### src/rtl/pipe_hazard_ctrl.sv
// pipe_hazard_ctrl
// Central hold/bubble sequencer for the IF/ID, ID/EX and EX/M pipeline
// registers. It handles three sources of hazard: data-memory waits
// (mem_req/mem_ack), taken branches or jumps resolved in M, and EX load-use
// dependencies. It also keeps a sticky memory-timeout flag and a saturating
// count of PC-stall cycles.
//
// Handshake: mem_req is high while the M-stage instruction needs data memory.
// An access completes in any cycle where mem_req and mem_ack are both 1, so a
// zero-wait ack in the first request cycle is legal. mem_ack is ignored when
// mem_req is 0.
module pipe_hazard_ctrl #(
   parameter int TIMEOUT = 16,
   parameter int CNT_W   = 5,
   parameter int PERF_W  = 16
) (
   input  logic              CLK,
   input  logic              Resetn,
   input  logic [4:0]        id_rs,
   input  logic [4:0]        id_rt,
   input  logic              id_uses_rt,
   input  logic              ex_memtoreg,
   input  logic [4:0]        ex_rd,
   input  logic              m_branch,
   input  logic              m_zero,
   input  logic              m_jump,
   input  logic              m_memwr,
   input  logic              m_memtoreg,
   input  logic              mem_ack,
   output logic              mem_req,
   output logic              pc_stall,
   output logic              ifid_stall,
   output logic              ifid_flush,
   output logic              idex_stall,
   output logic              idex_flush,
   output logic              exm_stall,
   output logic              exm_flush,
   output logic              pc_redirect,
   output logic              timeout_err,
   output logic [PERF_W-1:0] stall_cnt,
   output logic [1:0]        state_dbg
);

   localparam logic [1:0] RUN      = 2'd0;
   localparam logic [1:0] MEM_WAIT = 2'd1;
   localparam logic [1:0] FLUSH    = 2'd2;
   localparam logic [1:0] ERR      = 2'd3;

   // Last wait count before an outstanding access is declared dead.
   localparam logic [CNT_W-1:0] WAIT_LAST = CNT_W'(TIMEOUT - 1);

   logic [1:0]       state, state_nxt;
   logic [CNT_W-1:0] wait_cnt, wait_nxt;
   logic             err_q, err_set;
   logic             memop, taken, load_use;

   assign memop    = m_memwr | m_memtoreg;
   assign taken    = (m_branch & m_zero) | m_jump;
   assign load_use = ex_memtoreg && (ex_rd != 5'd0) &&
                     ((ex_rd == id_rs) || (id_uses_rt && (ex_rd == id_rt)));

   assign state_dbg   = state;
   assign timeout_err = err_q & Resetn;

   // Per-state output decode and next-state selection; all outputs are
   // forced low while reset is asserted.
   always_comb begin
      state_nxt   = state;
      wait_nxt    = wait_cnt;
      err_set     = 1'b0;
      mem_req     = 1'b0;
      pc_stall    = 1'b0;
      ifid_stall  = 1'b0;
      ifid_flush  = 1'b0;
      idex_stall  = 1'b0;
      idex_flush  = 1'b0;
      exm_stall   = 1'b0;
      exm_flush   = 1'b0;
      pc_redirect = 1'b0;
      if (Resetn) begin
         case (state)
            RUN, MEM_WAIT: begin
               mem_req = memop;
               if (memop && !mem_ack) begin
                  // Memory stall freezes the whole front of the pipe.
                  pc_stall   = 1'b1;
                  ifid_stall = 1'b1;
                  idex_stall = 1'b1;
                  exm_stall  = 1'b1;
                  if (state == RUN) begin
                     state_nxt = MEM_WAIT;
                     wait_nxt  = CNT_W'(1);
                  end else if (wait_cnt == WAIT_LAST) begin
                     state_nxt = ERR;
                     err_set   = 1'b1;
                  end else begin
                     wait_nxt = wait_cnt + CNT_W'(1);
                  end
               end else begin
                  wait_nxt = '0;
                  if (taken) begin
                     // Younger instructions are on the wrong path.
                     pc_redirect = 1'b1;
                     ifid_flush  = 1'b1;
                     idex_flush  = 1'b1;
                     exm_flush   = 1'b1;
                     state_nxt   = FLUSH;
                  end else begin
                     if (load_use) begin
                        pc_stall   = 1'b1;
                        ifid_stall = 1'b1;
                        idex_flush = 1'b1;
                     end
                     state_nxt = RUN;
                  end
               end
            end
            FLUSH: begin
               // M and EX carry bubbles this cycle, so only the ID-side
               // load-use check can still matter.
               if (load_use) begin
                  pc_stall   = 1'b1;
                  ifid_stall = 1'b1;
                  idex_flush = 1'b1;
               end
               wait_nxt  = '0;
               state_nxt = (memop && !mem_ack) ? MEM_WAIT : RUN;
            end
            default: begin
               // ERR: pipeline frozen until reset.
               pc_stall   = 1'b1;
               ifid_stall = 1'b1;
               idex_stall = 1'b1;
               exm_stall  = 1'b1;
               state_nxt  = ERR;
            end
         endcase
      end
   end

   // State, wait counter and sticky error registers.
   always_ff @(posedge CLK or negedge Resetn) begin
      if (!Resetn) begin
         state    <= RUN;
         wait_cnt <= '0;
         err_q    <= 1'b0;
      end else begin
         state    <= state_nxt;
         wait_cnt <= wait_nxt;
         if (err_set) err_q <= 1'b1;
      end
   end

   // Saturating count of cycles in which the PC was held.
   always_ff @(posedge CLK or negedge Resetn) begin
      if (!Resetn) begin
         stall_cnt <= '0;
      end else if (pc_stall && (stall_cnt != {PERF_W{1'b1}})) begin
         stall_cnt <= stall_cnt + PERF_W'(1);
      end
   end

endmodule

### config.mk
export PLATFORM = sky130hd
export DESIGN_NAME = pipe_hazard_ctrl
export DESIGN_NICKNAME = d
export VERILOG_FILES = /design/src/rtl/pipe_hazard_ctrl.sv
export SDC_FILE = /design/constraint.sdc
export NUM_CORES = 1
export LEC_CHECK = 0
export CAP_MARGIN = 5
export CORE_MARGIN = 5
export CORE_UTILIZATION = 40
export CTS_BUF_LIST = sky130_fd_sc_hd__clkbuf_8 sky130_fd_sc_hd__clkbuf_16
export CTS_CLUSTER_SIZE = 8
export DETAILED_ROUTE_END_ITERATION = 16
export GPL_ROUTABILITY_DRIVEN = 1
export GPL_TIMING_DRIVEN = 0
export MAX_ROUTING_LAYER = met4
export PLACE_DENSITY_LB_ADDON = 0.2
export SLEW_MARGIN = 15
export SYNTH_ARGS = -nofsm -noshare
export SYNTH_HDL_FRONTEND = slang
export SYNTH_SLANG_ARGS = --single-unit
### constraint.sdc
create_clock -name CLK -period 1.8 [get_ports CLK]
set_input_delay 0.27 -clock CLK [delete_from_list [all_inputs] [get_ports CLK]]
set_output_delay 0.27 -clock CLK [all_outputs]
set_load 0.01 [all_outputs]
After elaboration in Yosys (flattened, before gate mapping) --
Cells that the tools add are included.
Operators by class: add/sub/neg operators 2, eq/ne operators 8, muxes and demuxes 33, bitwise gates (word level) 4, reductions and logical operators 13
Operators by type and width (count):
- $mux W1 | 21
- $add A16 B1 Y16 const B | 1
- $ne A16 B16 Y1 const B | 1
- $mux W5 | 3
- $eq A5 B5 Y1 | 2
- $pmux W5 S2 | 1
- $mux W2 | 4
- $ne A4 B4 Y1 const B | 2
- $pmux W1 S2 | 3
- $add A5 B1 Y5 const B | 1
- $eq A5 B4 Y1 const B | 1
- $logic_and A1 B1 Y1 | 5
- $reduce_bool A5 Y1 | 1
- $pmux W2 S2 | 1
- $reduce_and A3 Y1 | 1
- $and A1 B1 Y1 | 2
- $eq A2 B1 Y1 const B | 1
- $eq A2 B2 Y1 const B | 1
- $logic_not A2 Y1 | 1
- $or A1 B1 Y1 | 2
- $reduce_and A2 Y1 | 1
- $reduce_bool A2 Y1 | 1
- $reduce_or A2 Y1 | 1
- $logic_not A1 Y1 | 1
- $logic_or A1 B1 Y1 | 1
Word-level totals: flip-flop bits (word level) 24, output and inout port bits 28, word-level logic and storage cells 64

Logic depth before layout (Yosys ltp) --
Gate-level depths: netlist (run 1).
depth in word-level cells 10, gate-level depth with buffers 8, depth with buffers taken out 8

Least setup slack after synthesis (run 1) --
Ideal clock, no wire load.
kind flip-flop to flip-flop, start reg stall_cnt[0], end reg stall_cnt[1], setup time 128 ps, data arrival time 1828 ps, slack -155 ps, stages on the path, launching flop included 7, cell sequence dfrtp_1 > ha_1 > and3_1 > and3_1 > a31oi_2 > nand2_2 > mux2_1
On the way: cells in the longest elaborated chain, start to end 2
RTL lines:
- start, declared | line 40 | output logic [PERF_W-1:0] stall_cnt,
- start signal, assigned | line 159 | stall_cnt <= stall_cnt + PERF_W'(1);
- parallel branches: the longest is 2 deep, another holds $add A16 B1 Y16
Several ways; the timed one is not identified. A chain may end at the register's enable or synchronous reset.

Worst setup path in the final report (run 1) --
start in m_memwr, end out pc_stall
On the way: cells in the longest elaborated chain, start to end 5
RTL lines:
- start, declared | line 27 | input logic m_memwr,
- $or A1 B1 Y1 | line 57 | assign memop = m_memwr | m_memtoreg;
- $logic_and A1 B1 Y1 | line 84 | if (memop && !mem_ack) begin
- $mux W1 | line 84
- $pmux W1 S2 | line 81 | case (state)
- $mux W1 | line 80 | if (Resetn) begin
- end, declared | line 31 | output logic pc_stall,
Every way passes these cells.

==> impl_metrics.env, run 1 <==
export IMPL_coreArea_mm2=0.00358
export IMPL_violations="negative setup slack"
export IMPL_tritoncts="done"
export IMPL_cp_endpoint="pc_stall"
export IMPL_drt_iter0_drc=75
export IMPL_async_flop_share_pct=100
export IMPL_tightest_slew_ns=0.564
export IMPL_synth_distinct_cells=38
export IMPL_r2r_end="stall_cnt[14]"
export IMPL_endpoint_kind="primary output"
export IMPL_p_leak_uw=0.00111
export IMPL_grt_max_degree=25
export IMPL_r2r_start="state_dbg[1]"
export IMPL_cp_slowest_stage_delay_ns=0.25
export IMPL_vias_per_cell=5.23
export IMPL_dr_pass1_iters=4
export IMPL_core_rowCount=22
export IMPL_overflow=0
export IMPL_ys_seq_area_share_pct=41.3
export IMPL_slew_headroom_pct=62.4
export IMPL_met1_usage_pct=22.0
export IMPL_dp_slack_ns=-1.22
export IMPL_layout_drive_gt1_share_pct=38.4
export IMPL_post_dp_hpwl_um=2880
export IMPL_crit_buf_inv=5
export IMPL_drc_errors=0
export IMPL_crit_path_start_kind="input pin"
export IMPL_cts_buffers=3
export IMPL_p_total_uw=2190
export IMPL_grt_use_met3_pct=3.17
export IMPL_postPlaceCellArea_mm2=0.00206
export IMPL_worstPathCellList="clkdlybuf4s15_1 -> o21ba_4 -> buf_6 -> mux2i_2 -> nor2_2 -> o21bai_4 -> buf_6 -> and2_4 -> buf_6 -> buf_6"
export IMPL_synth_area_per_cell_um2=9.57
export IMPL_busiest_layer="met2"
export IMPL_synth_warnings=0
export IMPL_globalplace_congestion=0.916
export IMPL_synth_area_leaders="dfrtp_1 (41%), xnor2_1 (8.4%), xor2_1 (5.4%)"
export IMPL_run_status="finished with violations"
export IMPL_io_pins=53
export IMPL_post_synth_top_count_cell="dfrtp_1"
export IMPL_dieArea_mm2=0.00494
export IMPL_syn_area_mm2=0.00145
export IMPL_cts_root_buf="clkbuf_8"
export IMPL_fin_ws_ns=-0.209
export IMPL_syn_nets=180
export IMPL_rsz0062_at_grt="true"
export IMPL_crit_top_cell="buf_6"
export IMPL_syn2layout_area_growth_pct=69.8
export IMPL_fmaxAchievable_mhz=498
export IMPL_vias=1490
export IMPL_worst_r2r_setup_slack_ns=0.03
export IMPL_clk_path_buf_depth=2
export IMPL_start_util_pct=40.6
export IMPL_period_share_pct=112
export IMPL_synthDominantCellAreaShare_pct=41.3
export IMPL_grt_pass1_vias=1527
export IMPL_path_class="in -> out"
export IMPL_min_period_ns=2.01
export IMPL_synth_area_leader_cell="dfrtp_1"
export IMPL_cp_top_family="buffers and inverters"
export IMPL_min_path_type="in -> async"
export IMPL_antenna_cells=0
export IMPL_wl_per_cell_um=16.0
export IMPL_cts_clk_slew_worst_paths_ns=0.09
export IMPL_startpoint="m_memwr"
export IMPL_ys_ff_latch=24
export IMPL_timing_clock_skew_ns=0.00375
export IMPL_ys_flop_type="dfrtp_1"
export IMPL_rr_worst_depth=8
export IMPL_cp_depth=10
export IMPL_grt_pass1_wl_um=7250
export IMPL_cts_max_level=1
export IMPL_die_h_um=70.3
export IMPL_clkSinkCount=24
export IMPL_grt_use_met2_pct=31.5
export IMPL_routed_wl_um=4570
export IMPL_crit_slowest_cell="o21ba_4"
export IMPL_arrival_ns=1.74
export IMPL_cp_required_ns=1.53
export IMPL_cap_violations=0
export IMPL_fillCellCount=278
export IMPL_die_x_um=70.3
export IMPL_postRouteAntennaNets=0
export IMPL_synthTopCellsByCount="dfrtp_1 (24), xnor2_1 (14), nor2_1 (10)"
export IMPL_hold_viol_final=0
export IMPL_cp_max_fo=2
export IMPL_insertion_delay_ns=0.26
export IMPL_design_area_mm2=0.00247
export IMPL_synthCells=152
export IMPL_synth_edff_count=0
export IMPL_port_buffers=52
export IMPL_setup_violations=4
export IMPL_grtUsageTotal_pct=18.3
export IMPL_peakVddDrop_v=0.000830
export IMPL_power_per_cell_area_mw_per_mm2=888
export IMPL_fin_nets=266
export IMPL_slew_viol_final=0
export IMPL_grt_antenna_before_repair=0
## where the power goes
| group | internal, µW | switching, µW | leakage (µW) |
|---|---|---|---|
| registers | 614 | 76.1 | 0.000319 |
| clock network | 195 | 171 | 0.0000288 |
| logic | 654 | 481 | 0.000764 |
## kinds of logic after synthesis
kind of cell	share of synthesized area, %
buffers and inverters	5.34
multiplexers	2.24
AO/OA/AOI/OAI	12.2
XOR/XNOR	13.9
flip-flops	41.3
AND/OR/NAND/NOR	22.5
adder cells (fa/ha/maj)	2.58
## worst min-delay path by stage
| stage | start | to | slack, ns | depth (start not counted) |
|---|---|---|---|---|
| final | Resetn | stall_cnt[4] | 0.14 | 2 |
| after CTS | Resetn | state_dbg[0] | 0.29 | 2 |
| after global placement | err_q | err_q | 0.44 | 2 |
| after detailed placement | Resetn | stall_cnt[4] | 0.32 | 1 |
| after floorplan | Resetn | err_q | -0.03 | 0 |
| after global routing | Resetn | stall_cnt[13] | 0.19 | 2 |
## registers in the layout, indices dropped and copies added (netlist names)
register / cells
stall_cnt: 16
err_q: 1
wait_cnt: 5
state_dbg: 2
## layout by cell type, fill, tap and decap left out, types with 5 or more instances in the layout
cell	n
a21oi_1	5
buf_6	12
buf_2	8
buf_4	30
nor2_1	8
inv_1	6
clkdlybuf4s50_1	24
nand3_1	7
nand4_1	7
dfrtp_1	24
xor2_1	6
and3_1	7
nand2_1	7
xnor2_1	14
dlygate4sd2_1	9
## layer usage
layer | part of all wire (%) | wire (µm) | vias to the layer above
met1 | 42 | 1900 | 726
met2 | 52 | 2360 | 56
li1 | - | - | 702
met3 | 5.5 | 250 | 6
met4 | 1.2 | 57 | 0
met5 | 0 | 0 | -
## cell type report
cell class	count	area [µm²]	share of cell area, %
inverter	6	22.5	0.912
clock buffer	4	55.1	2.23
timing repair buffer	83	724	29.3
tap	48	60.1	2.43
buffer	6	60.1	2.43
sequential	24	601	24.3
multi-input combinational	114	946	38.3
## stage by stage
stage,instances,TNS (ns),hold slack (ns),utilization (%)
floorplan,152,-0.0117,-0.0256,-
global placement,252,-36.24,0.439,57.8
detailed placement,252,-16.01,0.320,57.7
CTS,277,-0.540,0.285,65.7
global route,285,-0.853,0.191,69.0
finish,285,-0.521,0.144,69.0
## repair_timing
action | CTS | global route
pin swaps | 21 | 14
hold buffers | 1 | 0
endpoints found under the setup margin | 30 | 20
endpoints found under the hold margin | 24 | 0
gates resized for setup | 105 | 21
buffers inserted | 22 | 8
Note: power is estimated with default switching activity, not from simulation.
==> inputs of run 2 (changes only) <==
--- a/config.mk
+++ b/config.mk
@@ -7,11 +7,11 @@
 export LEC_CHECK = 0
 export CAP_MARGIN = 5
 export CORE_MARGIN = 5
-export CORE_UTILIZATION = 40
+export CORE_UTILIZATION = 56
 export CTS_BUF_LIST = sky130_fd_sc_hd__clkbuf_8 sky130_fd_sc_hd__clkbuf_16
 export CTS_CLUSTER_SIZE = 8
 export DETAILED_ROUTE_END_ITERATION = 16
-export GPL_ROUTABILITY_DRIVEN = 1
+export DONT_BUFFER_PORTS = 1
 export GPL_TIMING_DRIVEN = 0
 export MAX_ROUTING_LAYER = met4
 export PLACE_DENSITY_LB_ADDON = 0.2
==> run 2 against run 1 <==
The run still ends with negative setup slack left. Clock skew fell by 0.00084 ns. Clock power rose by 34%. Highest routed layer unchanged. Worst hold slack improved by 0.0060 ns. Register-to-register slack got worse by 0.07 ns. Total power fell by 9.1%. Largest cell class unchanged. Final area fell by 23%.
==> impl_metrics.env, run 2 (synthesis results as in run 1) <==
export IMPL_rsz0062_at_grt="true"
export IMPL_switching_share_pct=34.8
export IMPL_drc_errors=0
export IMPL_syn2layout_area_growth_pct=30.0
export IMPL_final_cell_mix="dfrtp_1 (21), xnor2_1 (12), buf_4 (10)"
export IMPL_cp_slowest_stage_delay_ns=0.43
export IMPL_worstPathCellList="buf_6 -> mux2i_4 -> nor2_4 -> o21bai_4 -> buf_6 -> and2_4 -> buf_6"
export IMPL_cap_violations=0
export IMPL_core_rowCount=18
export IMPL_grt_pass1_vias=1232
export IMPL_hold_viol_final=0
export IMPL_arrival_ns=1.73
export IMPL_dp_slack_ns=-0.212
export IMPL_regArea_um2=604
export IMPL_setup_violations=8
export IMPL_port_buffers=0
export IMPL_worst_r2r_setup_slack_ns=-0.04
export IMPL_fin_ws_ns=-0.200
export IMPL_cp_required_ns=1.53
export IMPL_hold_path_end="state_dbg[0]"
export IMPL_postPlaceCellArea_mm2=0.00153
export IMPL_dieArea_mm2=0.00372
export IMPL_die_x_um=61.0
export IMPL_cts_root_buf="clkbuf_8"
export IMPL_min_path_cells=1
export IMPL_multi_input_area_um2=956
export IMPL_routed_wl_um=3890
export IMPL_cp_top_family="flip-flops"
export IMPL_io_pins=53
export IMPL_clkPwrFrac_pct=24.6
export IMPL_r2r_end="stall_cnt[7]"
export IMPL_slew_headroom_pct=63.8
export IMPL_crit_slowest_cell="dfrtp_1"
export IMPL_antenna_cells=0
export IMPL_grt_max_degree=25
export IMPL_p_leak_uw=0.000815
export IMPL_overflow=0
export IMPL_tightest_slew_ns=0.543
export IMPL_dr_pass1_iters=4
export IMPL_wl_per_cell_um=19.4
export IMPL_drt_iter0_drc=71
export IMPL_grt_pass1_wl_um=5500
export IMPL_layout_drive_gt1_share_pct=35.9
export IMPL_crit_path_start_kind="flop"
export IMPL_internal_power_uw=1300
export IMPL_endpoint_kind="primary output"
export IMPL_hp_start="Resetn"
export IMPL_min_period_ns=2.00
export IMPL_p_sw_uw=693
export IMPL_coreArea_mm2=0.00248
export IMPL_post_dp_hpwl_um=2310
export IMPL_fillCellCount=161
export IMPL_clk_path_buf_depth=2
export IMPL_fmaxAchievable_mhz=500
export IMPL_start_util_pct=58.7
export IMPL_seqPwrFrac_pct=38.1
export IMPL_crit_buf_inv=3
export IMPL_violations="negative setup slack"
export IMPL_globalplace_congestion=0.767
export IMPL_vias_per_cell=6.39
export IMPL_min_path_type="in -> reg"
export IMPL_largest_reg_flops=16
export IMPL_slew_viol_final=0
export IMPL_vias=1277
export IMPL_timing_clock_skew_ns=0.00291
export IMPL_postRouteAntennaNets=0
export IMPL_power_per_cell_area_mw_per_mm2=1050
export IMPL_cts_clk_slew_worst_paths_ns=0.09
export IMPL_layout_commonest_cell="dfrtp_1"
export IMPL_cts_max_level=1
export IMPL_insertion_delay_ns=0.27
export IMPL_design_area_mm2=0.00189
export IMPL_cp_max_fo=3
export IMPL_peakVddDrop_v=0.000869
export IMPL_cts_buffers=3
export IMPL_regMostFlops="stall_cnt"
export IMPL_grtUsageTotal_pct=20.4
export IMPL_fin_nets=199
export IMPL_tritoncts="done"
export IMPL_grt_antenna_before_repair=0
export IMPL_power_frac_comb_pct=37.3
export IMPL_tns_ns=-0.689
export IMPL_r2r_start="stall_cnt[0]"
export IMPL_run_status="finished with violations"
export IMPL_period_share_pct=111
export IMPL_crit_top_cell="buf_6"
export IMPL_path_class="reg -> out"
export IMPL_clkSinkCount=24
export IMPL_rr_worst_depth=7
export IMPL_die_h_um=61.0
==> run 2: cell types whose count changed in the layout (fill, tap and decap cells not counted), moves of 3 or more <==
| cell | delta |
|---|---|
| o21ai_0 | +3 |
| xor2_2 | -3 |
| xor2_1 | +3 |
| buf_4 | -20 |
| clkdlybuf4s50_1 | -24 |
| buf_2 | -6 |
| buf_6 | -4 |
| dlygate4sd2_1 | -9 |
| dfrtp_2 | +3 |
| dfrtp_1 | -3 |
==> run 2: metrics by stage <==
step	utilization, %	hold WS [ns]	power [µW]	instances
final	76.3	0.150	1990	200
after floorplan	-	-0.0256	1080	152
after CTS	69.8	0.150	1810	196
after detailed placement	61.6	-0.0249	1160	182
after global routing	76.3	0.137	2090	200
after global placement	61.6	-0.0249	1150	182
==> run 2: power groups by stage <==
stage | logic (µW) | clock network, µW | registers (µW)
global placement | 416 | 0 | 732
CTS | 581 | 485 | 745
floorplan | 363 | 0 | 714
detailed placement | 431 | 0 | 733
finish | 743 | 490 | 759
global route | 798 | 512 | 775
==> run 2: final cells by class <==
cell class                      instances  share of cell area [%]
Multi-Input combinational cell        114                    50.6
Inverter                                6                    1.19
Timing Repair Buffer                   14                    6.15
Tap cell                               30                    1.99
Buffer                                  8                    4.37
Sequential cell                        24                    32.0
Clock buffer                            3                    2.18
Clock inverter                          1                    1.59
==> run 2: worst max path at each step <==
stage	cells past startpoint	start	slack, ns	endpoint
after floorplan	6	stall_cnt[0]	-0.01	stall_cnt[1]
after global placement	7	state_dbg[0]	-0.18	pc_stall
after detailed placement	7	state_dbg[0]	-0.21	pc_stall
after CTS	7	state_dbg[1]	-0.22	pc_stall
after global routing	7	state_dbg[1]	-0.25	pc_stall
final	7	state_dbg[1]	-0.20	pc_stall
==> run 2: repair_timing <==
| item | 4_1_cts | 5_1_grt |
|---|---|---|
| endpoints found under the hold margin | 24 | 14 |
| gates cloned | 0 | 0 |
| pin swaps | 5 | 12 |
| endpoints found under the setup margin | 23 | 24 |
| gates resized for setup | 15 | 27 |
| buffers inserted | 9 | 3 |
| hold buffers | 1 | 1 |
==> run 2: metal layers <==
layer | global-route usage [%] | share of wire (%) | vias to the layer above
met1 | 24.5 | 39 | 632
met4 | 5.88 | 1.1 | 0
li1 | - | - | 568
met3 | 6.17 | 8.7 | 6
met5 | - | 0 | -
met2 | 33.1 | 51 | 71
==> inputs of run 3 (changes only) <==
--- a/config.mk
+++ b/config.mk
@@ -12,7 +12,6 @@
 export CTS_CLUSTER_SIZE = 8
 export DETAILED_ROUTE_END_ITERATION = 16
 export DONT_BUFFER_PORTS = 1
-export GPL_TIMING_DRIVEN = 0
 export MAX_ROUTING_LAYER = met4
 export PLACE_DENSITY_LB_ADDON = 0.2
 export SLEW_MARGIN = 15
==> run 3 against run 2 <==
The flow now finishes without violations. First-iteration DRC count shrank 31%. Combinational power shrank 10%. Total power shrank 8.9%. Highest routed layer unchanged. Sequential share of layout area grew 0.84 points. Count of clock-buffer cells in the layout is the same. Worst hold slack lost 0.012 ns. Final area shrank 3.2%. Register-to-register slack gained 0.09 ns. Die area is the same. Critical path type is now reg -> reg. Critical path depth grew 2. Worst setup slack gained 0.25 ns. Via count shrank 1.3%.
==> impl_metrics.env, run 3 (synthesis results as in run 1) <==
export IMPL_clkSinkCount=24
export IMPL_io_pins=53
export IMPL_min_period_ns=1.75
export IMPL_cp_max_fo=10
export IMPL_cap_violations=0
export IMPL_core_rowCount=18
export IMPL_cp_slowest_stage_delay_ns=0.40
export IMPL_dieArea_mm2=0.00372
export IMPL_hold_viol_final=0
export IMPL_fillCellCount=180
export IMPL_cts_buffers=3
export IMPL_syn2layout_area_growth_pct=25.9
export IMPL_start_util_pct=58.7
export IMPL_layout_commonest_cell="buf_4"
export IMPL_largest_reg_flops=16
export IMPL_period_share_pct=97.3
export IMPL_slew_headroom_pct=82.0
export IMPL_final_cell_mix="buf_4 (29), dfrtp_1 (24), xnor2_1 (14)"
export IMPL_antenna_cells=0
export IMPL_die_h_um=61.0
export IMPL_p_leak_uw=0.000835
export IMPL_overflow=0
export IMPL_crit_buf_inv=1
export IMPL_postRouteAntennaNets=0
export IMPL_power_per_cell_area_mw_per_mm2=991
export IMPL_fmaxAchievable_mhz=571
export IMPL_drt_iter0_drc=49
export IMPL_rsz0062_at_grt="true"
export IMPL_cp_top_family="flip-flops"
export IMPL_cts_root_buf="clkbuf_8"
export IMPL_crit_path_start_kind="flop"
export IMPL_run_status="completed"
export IMPL_wl_per_cell_um=16.9
export IMPL_worst_r2r_setup_slack_ns=0.05
export IMPL_fin_nets=209
export IMPL_vias_per_cell=6.00
export IMPL_cts_clk_slew_worst_paths_ns=0.09
export IMPL_globalplace_congestion=0.838
export IMPL_post_dp_hpwl_um=2720
export IMPL_die_x_um=61.0
export IMPL_regMostFlops="stall_cnt"
export IMPL_cts_max_level=1
export IMPL_peakVddDrop_v=0.000787
export IMPL_dr_pass1_iters=4
export IMPL_drc_errors=0
export IMPL_grt_antenna_before_repair=0
export IMPL_timing_clock_skew_ns=0.00147
export IMPL_crit_slowest_cell="dfrtp_1"
export IMPL_grt_pass1_wl_um=5790
export IMPL_fin_cells=210
export IMPL_grt_pass1_vias=1337
export IMPL_layout_drive_gt1_share_pct=30.0
export IMPL_grtUsageTotal_pct=21.4
export IMPL_port_buffers=0
export IMPL_setup_violations=0
export IMPL_endpoint_kind="flop"
export IMPL_tightest_slew_ns=0.270
export IMPL_path_class="reg -> reg"
export IMPL_utilization_pct=73.9
export IMPL_regArea_um2=601
export IMPL_routed_wl_um=3560
export IMPL_grt_max_degree=25
export IMPL_clk_path_buf_depth=2
export IMPL_multi_input_area_um2=840
export IMPL_arrival_ns=1.95
export IMPL_coreArea_mm2=0.00248
export IMPL_slew_viol_final=0
export IMPL_cp_required_ns=2.00
export IMPL_worstPathCellList="ha_2 -> and3_1 -> ha_1 -> a21oi_1 -> o21ai_1 -> buf_4 -> nor3_2 -> a21oi_1 -> o21ai_1"
export IMPL_placedCellCount=200
export IMPL_tritoncts="done"
export IMPL_insertion_delay_ns=0.27
export IMPL_vias=1260
export IMPL_min_path_type="in -> reg"
export IMPL_p_total_uw=1810
-- run 3: changes by cell type in the layout (fill, tap and decap cells not counted), sizes merged --
cell    previous run  this run
buf               20        31
clkbuf             4         3
-- run 3: worst register-to-register path: stages, from the launching register on --
cell	delay (ns)
dfrtp_1	0.40
ha_2	0.19
and3_1	0.19
ha_1	0.20
a21oi_1	0.13
o21ai_1	0.07
buf_4	0.16
nor3_2	0.15
a21oi_1	0.06
o21ai_1	0.14
-- run 3: path summary, 6_finish.rpt --
kind,from,end,cells after the start
max,wait_cnt[1],wait_cnt[3],9
min,Resetn,state_dbg[0],1
max reg2reg,wait_cnt[1],wait_cnt[3],9
min reg2reg,err_q,err_q,2
max in group asynchronous,Resetn,stall_cnt[5],2
min in group asynchronous,Resetn,stall_cnt[15],2
-- run 3: per-layer routing --
layer | share of wire, % | GRT usage, % | vias to the layer above
met5 | 0 | - | -
met4 | 1.0 | 6.50 | 0
met3 | 6.4 | 4.47 | 4
met2 | 50 | 36.0 | 47
met1 | 42 | 25.5 | 615
li1 | - | - | 594
-- run 3: area by class of cell --
class	count	area share, %
multi-input cells	114	45.9
inverters	6	1.23
repair buffers	32	14.1
clock inverters	1	1.64
clock buffers	3	2.26
flip-flops and latches	24	32.8
well taps	30	2.05
-- run 3: through the flow --
stage | instance area, µm² | TNS, ns | setup WS [ns] | hold slack [ns]
final | 1830 | 0 | 0.0478 | 0.138
after global routing | 1830 | -0.0640 | -0.0633 | 0.132
after CTS | 1780 | -0.00106 | -0.00106 | 0.134
after detailed placement | 1660 | -0.0461 | -0.0412 | -0.0249
after global placement | 1660 | 0 | 0.0376 | -0.0248
after floorplan | 1490 | -0.0117 | -0.0117 | -0.0256
-- run 3: what timing repair did --
action | CTS | global route
gates resized for setup | 1 | 9
buffers inserted | 2 | 2
setup endpoints to repair | 2 | 15
pin swaps | 1 | 5
gates cloned | 0 | 0
hold buffers | 2 | 0
endpoints found under the hold margin | 24 | 0
-- run 3: where the power goes --
| group | internal, µW | switching, µW | total, µW |
|---|---|---|---|
| Combinational | 309 | 357 | 666 |
| Sequential | 614 | 53.6 | 668 |
| Clock | 297 | 183 | 480 |
